[src/rtl/seq_det_pkg.sv]
// Shared types and constants for the round-robin serial pattern detector.
package seq_det_pkg;

    typedef enum logic [1:0] {
        IDLE   = 2'b00,
        SHIFT  = 2'b01,
        REPORT = 2'b10
    } state_e;

    localparam logic FOUND    = 1'b1;
    localparam logic NOTFOUND = 1'b0;

    localparam logic [3:0] DEFAULT_PATTERN = 4'b1100;

endpackage

[src/rtl/seq_window_det.sv]
// Mealy 4-bit window detector: three bits of history plus the current serial
// bit. The history is cleared per word so a hit never spans two words.
module seq_window_det
    import seq_det_pkg::*;
#(
    parameter logic [3:0] PATTERN = DEFAULT_PATTERN,
    parameter int         IDX_W   = 3
) (
    input  logic             clk,
    input  logic             clr,
    input  logic             shift_en,
    input  logic             bit_in,
    input  logic [IDX_W-1:0] bit_idx,
    output logic             found
);

    logic [2:0] hist_q;
    logic [2:0] hist_d;

    // History advances one bit per shift; a new grant wipes it.
    always_comb begin
        hist_d = hist_q;
        if (clr) begin
            hist_d = '0;
        end else if (shift_en) begin
            hist_d = {hist_q[1:0], bit_in};
        end
    end

    // History register; always cleared before use, so it needs no reset.
    always_ff @(posedge clk) begin
        hist_q <= hist_d;
    end

    // The current bit completes the window; the first three bits cannot hit.
    always_comb begin
        found = NOTFOUND;
        if (shift_en && (bit_idx >= IDX_W'(3)) && ({hist_q, bit_in} == PATTERN)) begin
            found = FOUND;
        end
    end

endmodule

[src/rtl/seq_det_arbiter.sv]
// Round-robin scheduler sharing one serial pattern detector among N_REQ
// requesters. The granted word is shifted MSB-first into the detector, hits
// are counted into a saturating counter and reported with the winner's ID.
// Optional build macro SEQ_DET_EARLY_ABORT_EN: the first hit ends the word.
module seq_det_arbiter
    import seq_det_pkg::*;
#(
    parameter int         N_REQ   = 4,
    parameter int         WORD_W  = 8,
    parameter int         CNT_W   = 4,
    parameter logic [3:0] PATTERN = DEFAULT_PATTERN,
    localparam int        ID_W    = $clog2(N_REQ),
    localparam int        IDX_W   = $clog2(WORD_W)
) (
    input  logic                    clk,
    input  logic                    reset,
    input  logic [N_REQ-1:0]        req,
    input  logic [N_REQ*WORD_W-1:0] data,
    output logic [N_REQ-1:0]        gnt,
    output logic                    busy,
    output logic                    bit_out,
    output logic                    found,
    output logic                    done,
    output logic [ID_W-1:0]         done_id,
    output logic [CNT_W-1:0]        match_cnt
);

    state_e             state_q, state_d;
    logic [ID_W-1:0]    rr_ptr_q, rr_ptr_d;
    logic [WORD_W-1:0]  sreg_q, sreg_d;
    logic [IDX_W-1:0]   bit_idx_q, bit_idx_d;
    logic [CNT_W-1:0]   match_cnt_q, match_cnt_d;
    logic [ID_W-1:0]    done_id_q, done_id_d;
    logic [N_REQ-1:0]   gnt_q, gnt_d;
    logic               any_req;
    logic [ID_W-1:0]    winner;
    logic               win_clr;
    logic               found_w;

    function automatic logic [CNT_W-1:0] sat_inc(input logic [CNT_W-1:0] v);
        return (v == '1) ? v : v + CNT_W'(1);
    endfunction

    assign bit_out   = (state_q == SHIFT) ? sreg_q[WORD_W-1] : 1'b0;
    assign found     = found_w;
    assign gnt       = gnt_q;
    assign busy      = (state_q != IDLE);
    assign done      = (state_q == REPORT);
    assign done_id   = done_id_q;
    assign match_cnt = match_cnt_q;

    seq_window_det #(
        .PATTERN (PATTERN),
        .IDX_W   (IDX_W)
    ) u_win (
        .clk      (clk),
        .clr      (win_clr),
        .shift_en (state_q == SHIFT),
        .bit_in   (bit_out),
        .bit_idx  (bit_idx_q),
        .found    (found_w)
    );

    // Cyclic search for the first request at or after the round-robin pointer.
    always_comb begin
        int cand;
        any_req = 1'b0;
        winner  = '0;
        cand    = 0;
        for (int k = 0; k < N_REQ; k++) begin
            cand = (int'(rr_ptr_q) + k) % N_REQ;
            if (!any_req && req[ID_W'(cand)]) begin
                any_req = 1'b1;
                winner  = ID_W'(cand);
            end
        end
    end

    // Next-state logic: grant and load in IDLE, serialize in SHIFT, pulse in REPORT.
    always_comb begin
        state_d     = state_q;
        rr_ptr_d    = rr_ptr_q;
        sreg_d      = sreg_q;
        bit_idx_d   = bit_idx_q;
        match_cnt_d = match_cnt_q;
        done_id_d   = done_id_q;
        gnt_d       = '0;
        win_clr     = 1'b0;
        case (state_q)
            IDLE: begin
                if (any_req) begin
                    state_d     = SHIFT;
                    sreg_d      = WORD_W'(data >> (int'(winner) * WORD_W));
                    done_id_d   = winner;
                    match_cnt_d = '0;
                    bit_idx_d   = '0;
                    win_clr     = 1'b1;
                    gnt_d       = N_REQ'(1) << winner;
                    rr_ptr_d    = (winner == ID_W'(N_REQ - 1)) ? '0 : winner + ID_W'(1);
                end
            end
            SHIFT: begin
                sreg_d    = sreg_q << 1;
                bit_idx_d = bit_idx_q + IDX_W'(1);
                if (found_w == FOUND) begin
                    match_cnt_d = sat_inc(match_cnt_q);
                end
`ifdef SEQ_DET_EARLY_ABORT_EN
                if ((found_w == FOUND) || (bit_idx_q == IDX_W'(WORD_W - 1))) begin
                    state_d = REPORT;
                end
`else
                if (bit_idx_q == IDX_W'(WORD_W - 1)) begin
                    state_d = REPORT;
                end
`endif
            end
            REPORT: begin
                state_d = IDLE;
            end
            default: begin
                state_d = IDLE;
            end
        endcase
    end

    // Control and visible result registers; reset aborts any word in flight.
    always_ff @(posedge clk) begin
        if (reset) begin
            state_q     <= IDLE;
            rr_ptr_q    <= '0;
            bit_idx_q   <= '0;
            match_cnt_q <= '0;
            done_id_q   <= '0;
            gnt_q       <= '0;
        end else begin
            state_q     <= state_d;
            rr_ptr_q    <= rr_ptr_d;
            bit_idx_q   <= bit_idx_d;
            match_cnt_q <= match_cnt_d;
            done_id_q   <= done_id_d;
            gnt_q       <= gnt_d;
        end
    end

    // Shift register holds data only; it is reloaded on every grant.
    always_ff @(posedge clk) begin
        sreg_q <= sreg_d;
    end

endmodule

[config.mk]
export PLATFORM = sky130hd
export DESIGN_NAME = seq_det_arbiter
export DESIGN_NICKNAME = d
export VERILOG_FILES = /design/src/rtl/seq_det_pkg.sv /design/src/rtl/seq_window_det.sv /design/src/rtl/seq_det_arbiter.sv
export SDC_FILE = /design/constraint.sdc
export NUM_CORES = 1
export LEC_CHECK = 0
export ABC_AREA = 1
export CELL_PAD_IN_SITES_DETAIL_PLACEMENT = 1
export CELL_PAD_IN_SITES_GLOBAL_PLACEMENT = 1
export CORE_ASPECT_RATIO = 1.75
export CORE_MARGIN = 3
export CORE_UTILIZATION = 33
export CTS_CLUSTER_SIZE = 16
export DETAILED_ROUTE_END_ITERATION = 8
export GPL_TIMING_DRIVEN = 0
export PLACE_DENSITY_LB_ADDON = 0.15
export SYNTH_ARGS = -nofsm -noshare
export SYNTH_HDL_FRONTEND = slang
export SYNTH_SLANG_ARGS = --single-unit
[constraint.sdc]
create_clock -name clk -period 2.5 [get_ports clk]
set_input_delay 0.375 -clock clk [delete_from_list [all_inputs] [get_ports clk]]
set_output_delay 0.375 -clock clk [all_outputs]
set_load 0.02 [all_outputs]
-- After elaboration in Yosys (flattened, before gate mapping)
Cells that the tools add are included.
- register bits: 28
- input bits: 38
- muxes and demuxes: 36
- bitwise logic cells: 2
- reduce and logical (&&, ||, !) cells: 16
- add/subtract/negate cells: 6
- order comparisons: 5
- shift operators: 2
- equal/unequal tests: 10
- operators by type and width (kind ; count):
    $shr 32x5->8 ; 1
    $lt 2x4->1 const B ; 4
    $mux 1 ; 16
    $pmux 8 s2 ; 1
    $mux 2 ; 7
    $mux 4 ; 3
    $bmux 1 s2 ; 4
    $eq 4x4->1 const B ; 2
    $mux 8 ; 1
    $ne 2x2->1 const B ; 4
    $pmux 4 s2 ; 1
    $pmux 3 s2 ; 1
    $reduce_and 2->1 ; 3
    $logic_and 1x1->1 ; 5
    $add 2x1->2 const B ; 2
    $add 2x2->2 const B ; 2
    $add 4x1->4 const B ; 1
    $eq 2x2->1 const B ; 2
    $pmux 2 s2 ; 1
    $reduce_and 4->1 ; 1
    $reduce_bool 2->1 ; 2
    $shl 1x2->4 const A ; 1
    $add 3x1->3 const B ; 1
    $eq 3x3->1 const B ; 1
    other kinds (7) ; 10

-- Depth between registers and ports, before layout
- depth after elaboration: 16
- gate-level depth with buffers: 16
- depth with buffers taken out: 14

-- By module
A second synthesis with hierarchy kept.
- cells, all modules: 292
- area, all modules: 1883.1 um^2
- by module, submodules not included (module ; cells each ; instances ; area each (um^2)):
    seq_det_arbiter ; 270 ; 1 ; 1732.9
    seq_window_det ; 22 ; 1 ; 150.1

-- Least setup slack after synthesis
No wires, ideal clock.
- path kind: register -> register
- start point: register bit_idx_q[0]
- end point: register match_cnt_q[0] (netlist: match_cnt[0])
- library setup time: 0.127 ns
- slack: 0.541 ns
- stages on the path, launching flop included: 10
- period minus slack after synthesis: 1.959 ns
- arrival time: 1.832 ns
- cell sequence: dfxtp_1 ha_1 ha_1 nor2_1 a211oi_1 nand2_1 nand2_1 o21ai_0 o21ai_0 nor2_1
- cells in the longest elaborated chain, start to end: 6
- RTL lines (item ; RTL line ; RTL):
    from (decl) ; seq_det_arbiter.sv:31 ; logic [IDX_W-1:0] bit_idx_q, bit_idx_d;
    from (signal assigned) ; seq_det_arbiter.sv:139 ; bit_idx_q <= bit_idx_d;
    $ge 3x2->1 ; seq_window_det.sv:38 ; if (shift_en && (bit_idx >= IDX_W'(3)) && ({hist_q, bit_in} == PATTERN)) begin
    $logic_and 1x1->1 (2 in a row) ; seq_window_det.sv:38 ;
    $mux 1 ; seq_window_det.sv:38 ;
    named net found ; seq_det_arbiter.sv:22 ; output logic found,
    $ne 2x2->1 (no line) ; n/a ;
    $reduce_and 4->1 (no line) ; n/a ;
    to (signal assigned) ; seq_det_arbiter.sv:140 ; match_cnt_q <= match_cnt_d;
    to (decl) ; seq_det_arbiter.sv:32 ; logic [CNT_W-1:0] match_cnt_q, match_cnt_d;
The timed path passes the listed nets, and every way through them passes these cells.
A chain may end at the register's enable or synchronous reset.

-- Worst setup path in the final report
- start point: register state_q[0]
- end point: output found
- cells in the longest elaborated chain, start to end: 5
- RTL lines (item ; RTL line ; RTL):
    from (decl) ; seq_det_arbiter.sv:28 ; state_e state_q, state_d;
    from (signal assigned) ; seq_det_arbiter.sv:137 ; state_q <= state_d;
    $eq 2x1->1 (*) ; seq_det_arbiter.sv:44, seq_det_arbiter.sv:58 ;
    $mux 1 ; seq_det_arbiter.sv:44 ; assign bit_out = (state_q == SHIFT) ? sreg_q[WORD_W-1] : 1'b0;
    $eq 4x4->1 ; seq_window_det.sv:38 ;
    $logic_and 1x1->1 (*) ; seq_window_det.sv:38 ;
    $mux 1 (*) ; seq_window_det.sv:38 ;
    to (decl) ; seq_det_arbiter.sv:22 ;
Every way passes the cells marked *; elsewhere a longest branch is shown, timed or not.

==> results.py <==
metrics = {
    "status": {
        "status": "finished, final reports clean",
    },
    "yosys": {
        "synth.avg_cell_area_um2": 6.55,
        "synth_top_area_share": 0.212,
        "synth.ff_latch_count": 28,
        "synthArstFlopShare": 0,
        "syn_area_um2": 1890,
        "yosys_most_used_dff": "dfxtp_1",
        "yosysSeqAreaShare": 0.338,
        "syn_nets": 331,
        "ys_warn_count": 0,
        "synth_top_area_cell": "dfxtp_1",
        "syn_inst": 289,
        "synthTopCellsByArea": "dfxtp_1 21%, nand2_1 18%, edfxtp_1 13%",
        "synth_enable_flop_cells": 8,
        "synth_cell_types": 27,
    },
    "final_layout": {
        "num-nets-final": 386,
        "fillers": 740,
        "drive_above_1_share": 0.0933,
        "post-route-cell-area_um2": 2530,
        "syn_to_final_growth_pct": 33.6,
        "final_common_cell": "nand2_1",
        "antenna_cells": 0,
        "most-common-layout-cells": "91 x nand2_1, 51 x inv_1, 49 x clkdlybuf4s50_1",
    },
    "detailed_routing": {
        "via_per_inst": 4.73,
        "num_vias": 1973,
        "drt_iter0_markers": 62,
        "routed_wl_um": 4800,
        "wl_per_cell_um": 11.5,
        "dr.pass1.iters": 4,
        "antenna_left": 0,
        "drc_errors": 0,
    },
    "clocking": {
        "tritoncts": "yes",
        "post_cts_resized": 1,
        "insertion_delay_ns": 0.27,
        "clk_pin_slew_ns": 0.09,
        "numCtsBuffers": 3,
        "htree_levels": 1,
        "post_cts_buffers": 0,
        "holdBufCountCts": 0,
        "cts_root_buf": "clkbuf_8",
        "cts.path.max_buffers": 2,
        "clkSinkCount": 28,
    },
    "flow_run": {
        "cap_violations": 0,
    },
    "grt": {
        "antenna_found_initial": 0,
        "grtUsageTotal": 0.154,
        "grt_pass1_vias": 1973,
        "grt-ovfl-total": 0,
        "grt_pass1_wl_um": 8540,
        "grt_max_degree": 16,
    },
    "floorplanning": {
        "die_w_um": 63.3,
        "core-area_um2": 5390,
        "row_count": 35,
        "dieArea_um2": 6720,
        "start_util": 0.351,
        "die_h_um": 106,
        "ios": 52,
    },
    "critical_path": {
        "crit_path_end_kind": "primary output",
        "critPathLaunchType": "flop",
        "worstSetupPathType": "flop to primary output",
        "crit_arrival_ns": 1.77,
        "worstPathMaxFanout": 7,
        "required_ns": 2.12,
    },
    "timing": {
        "fin_setup_tns_ns": 0,
        "setup_viol": 0,
        "timing.fmax_ghz": 0.467,
        "drv_slew": 0,
        "slew-limit-headroom": 0.704,
        "hold_viol": 0,
        "fin_skew_ns": 0.00304,
        "fin_crit_sh": 0.857,
        "fin_crit_ns": 2.14,
        "worstMarginPinSlew_ns": 0.444,
        "rsz0062_at_grt": "false",
    },
    "pwr": {
        "peakVddDrop_v": 0.000621,
        "leakage_nw": 1.25,
        "power_density_nw_per_um2": 1250,
    },
    "placement": {
        "place_area_um2": 2490,
        "dpl.hpwl_um": 3970,
        "finalWeightedCongestion": 0.866,
        "io_buffers": 50,
    },
    "worst_hold_path": {
        "hold_path_class": "flop to flop",
    },
}
logic make-up after synthesis:
family	after synthesis	synth area share
AND/OR/NAND/NOR	173	0.427
flip-flops	28	0.338
AO/OA/AOI/OAI	19	0.0595
adder cells (fa/ha/maj)	4	0.0264
buffers and inverters	65	0.149
layout make-up:
type,instances,area (um2),share of cell area
buffer,10,70.1,0.0277
tap,74,92.6,0.0366
clock buffer,4,45.0,0.0178
inverter,55,211,0.0836
timing repair buffer,50,499,0.197
multi-input combinational,196,971,0.384
sequential,28,641,0.253
per-layer routing:
layer	vias up	global-route usage	share of wire
li1	1013	-	-
met1	905	0.160	0.38
met2	45	0.308	0.57
met3	10	0.0116	0.027
met4	0	0.0603	0.026
met5	-	0	0
metrics by stage:
| step | std cells | utilization | hold slack (ns) | worst slack [ns] | total power [W] |
|---|---|---|---|---|---|
| 6_report | 417 | 0.470 | 0.460 | 0.357 | 0.00317 |
| 4_1_cts | 417 | 0.470 | 0.469 | 0.274 | 0.00322 |
| 3_3_place_gp | 413 | 0.462 | 0.445 | 0.0768 | 0.00291 |
| 5_1_grt | 417 | 0.470 | 0.490 | 0.140 | 0.00354 |
| 3_5_place_dp | 413 | 0.462 | 0.455 | 0.0639 | 0.00296 |
| 2_1_floorplan | 289 | - | 0.436 | 0.541 | 0.00234 |
worst paths after layout:
kind	start	end	slack, ns	cells past startpoint
min reg2reg	done_id[1]	done_id[1]	0.46	2
min	done_id[1]	done_id[1]	0.46	2
max reg2reg	rr_ptr_q[0]	sreg_q[1]	0.42	15
max	state_q[0]	found	0.36	5
critical path: stages (launching register included):
cell	delay [ns]
dfxtp_1	0.36
inv_1	0.06
nor2_2	0.25
nand2_1	0.14
a211oi_1	0.31
dlygate4sd2_1	0.38
synthesized netlist by cell type, drive strengths merged, types with 2 or more instances:
| master | n |
|---|---|
| a211oi | 2 |
| a21oi | 9 |
| buf | 8 |
| clkbuf | 2 |
| dfxtp | 20 |
| edfxtp | 8 |
| ha | 4 |
| inv | 54 |
| nand2 | 103 |
| nand3 | 35 |
| nand4 | 15 |
| nor2 | 19 |
| o21ai | 6 |
where the power goes:
group	internal, W	leakage, nW	total [W]	switching (W)
clock	0.000114	0.0228	0.000247	0.000133
combinational	0.000764	0.982	0.00215	0.00138
sequential	0.000697	0.247	0.000773	0.0000763
flip-flops by register name, indices dropped and copies added (netlist names):
signal,flops
done_id,2
state_q,2
rr_ptr_q,2
sreg_q,8
gnt,4
bit_idx_q,3
match_cnt,4
u_win.hist_q,3
(Power assumes the default switching activity.)
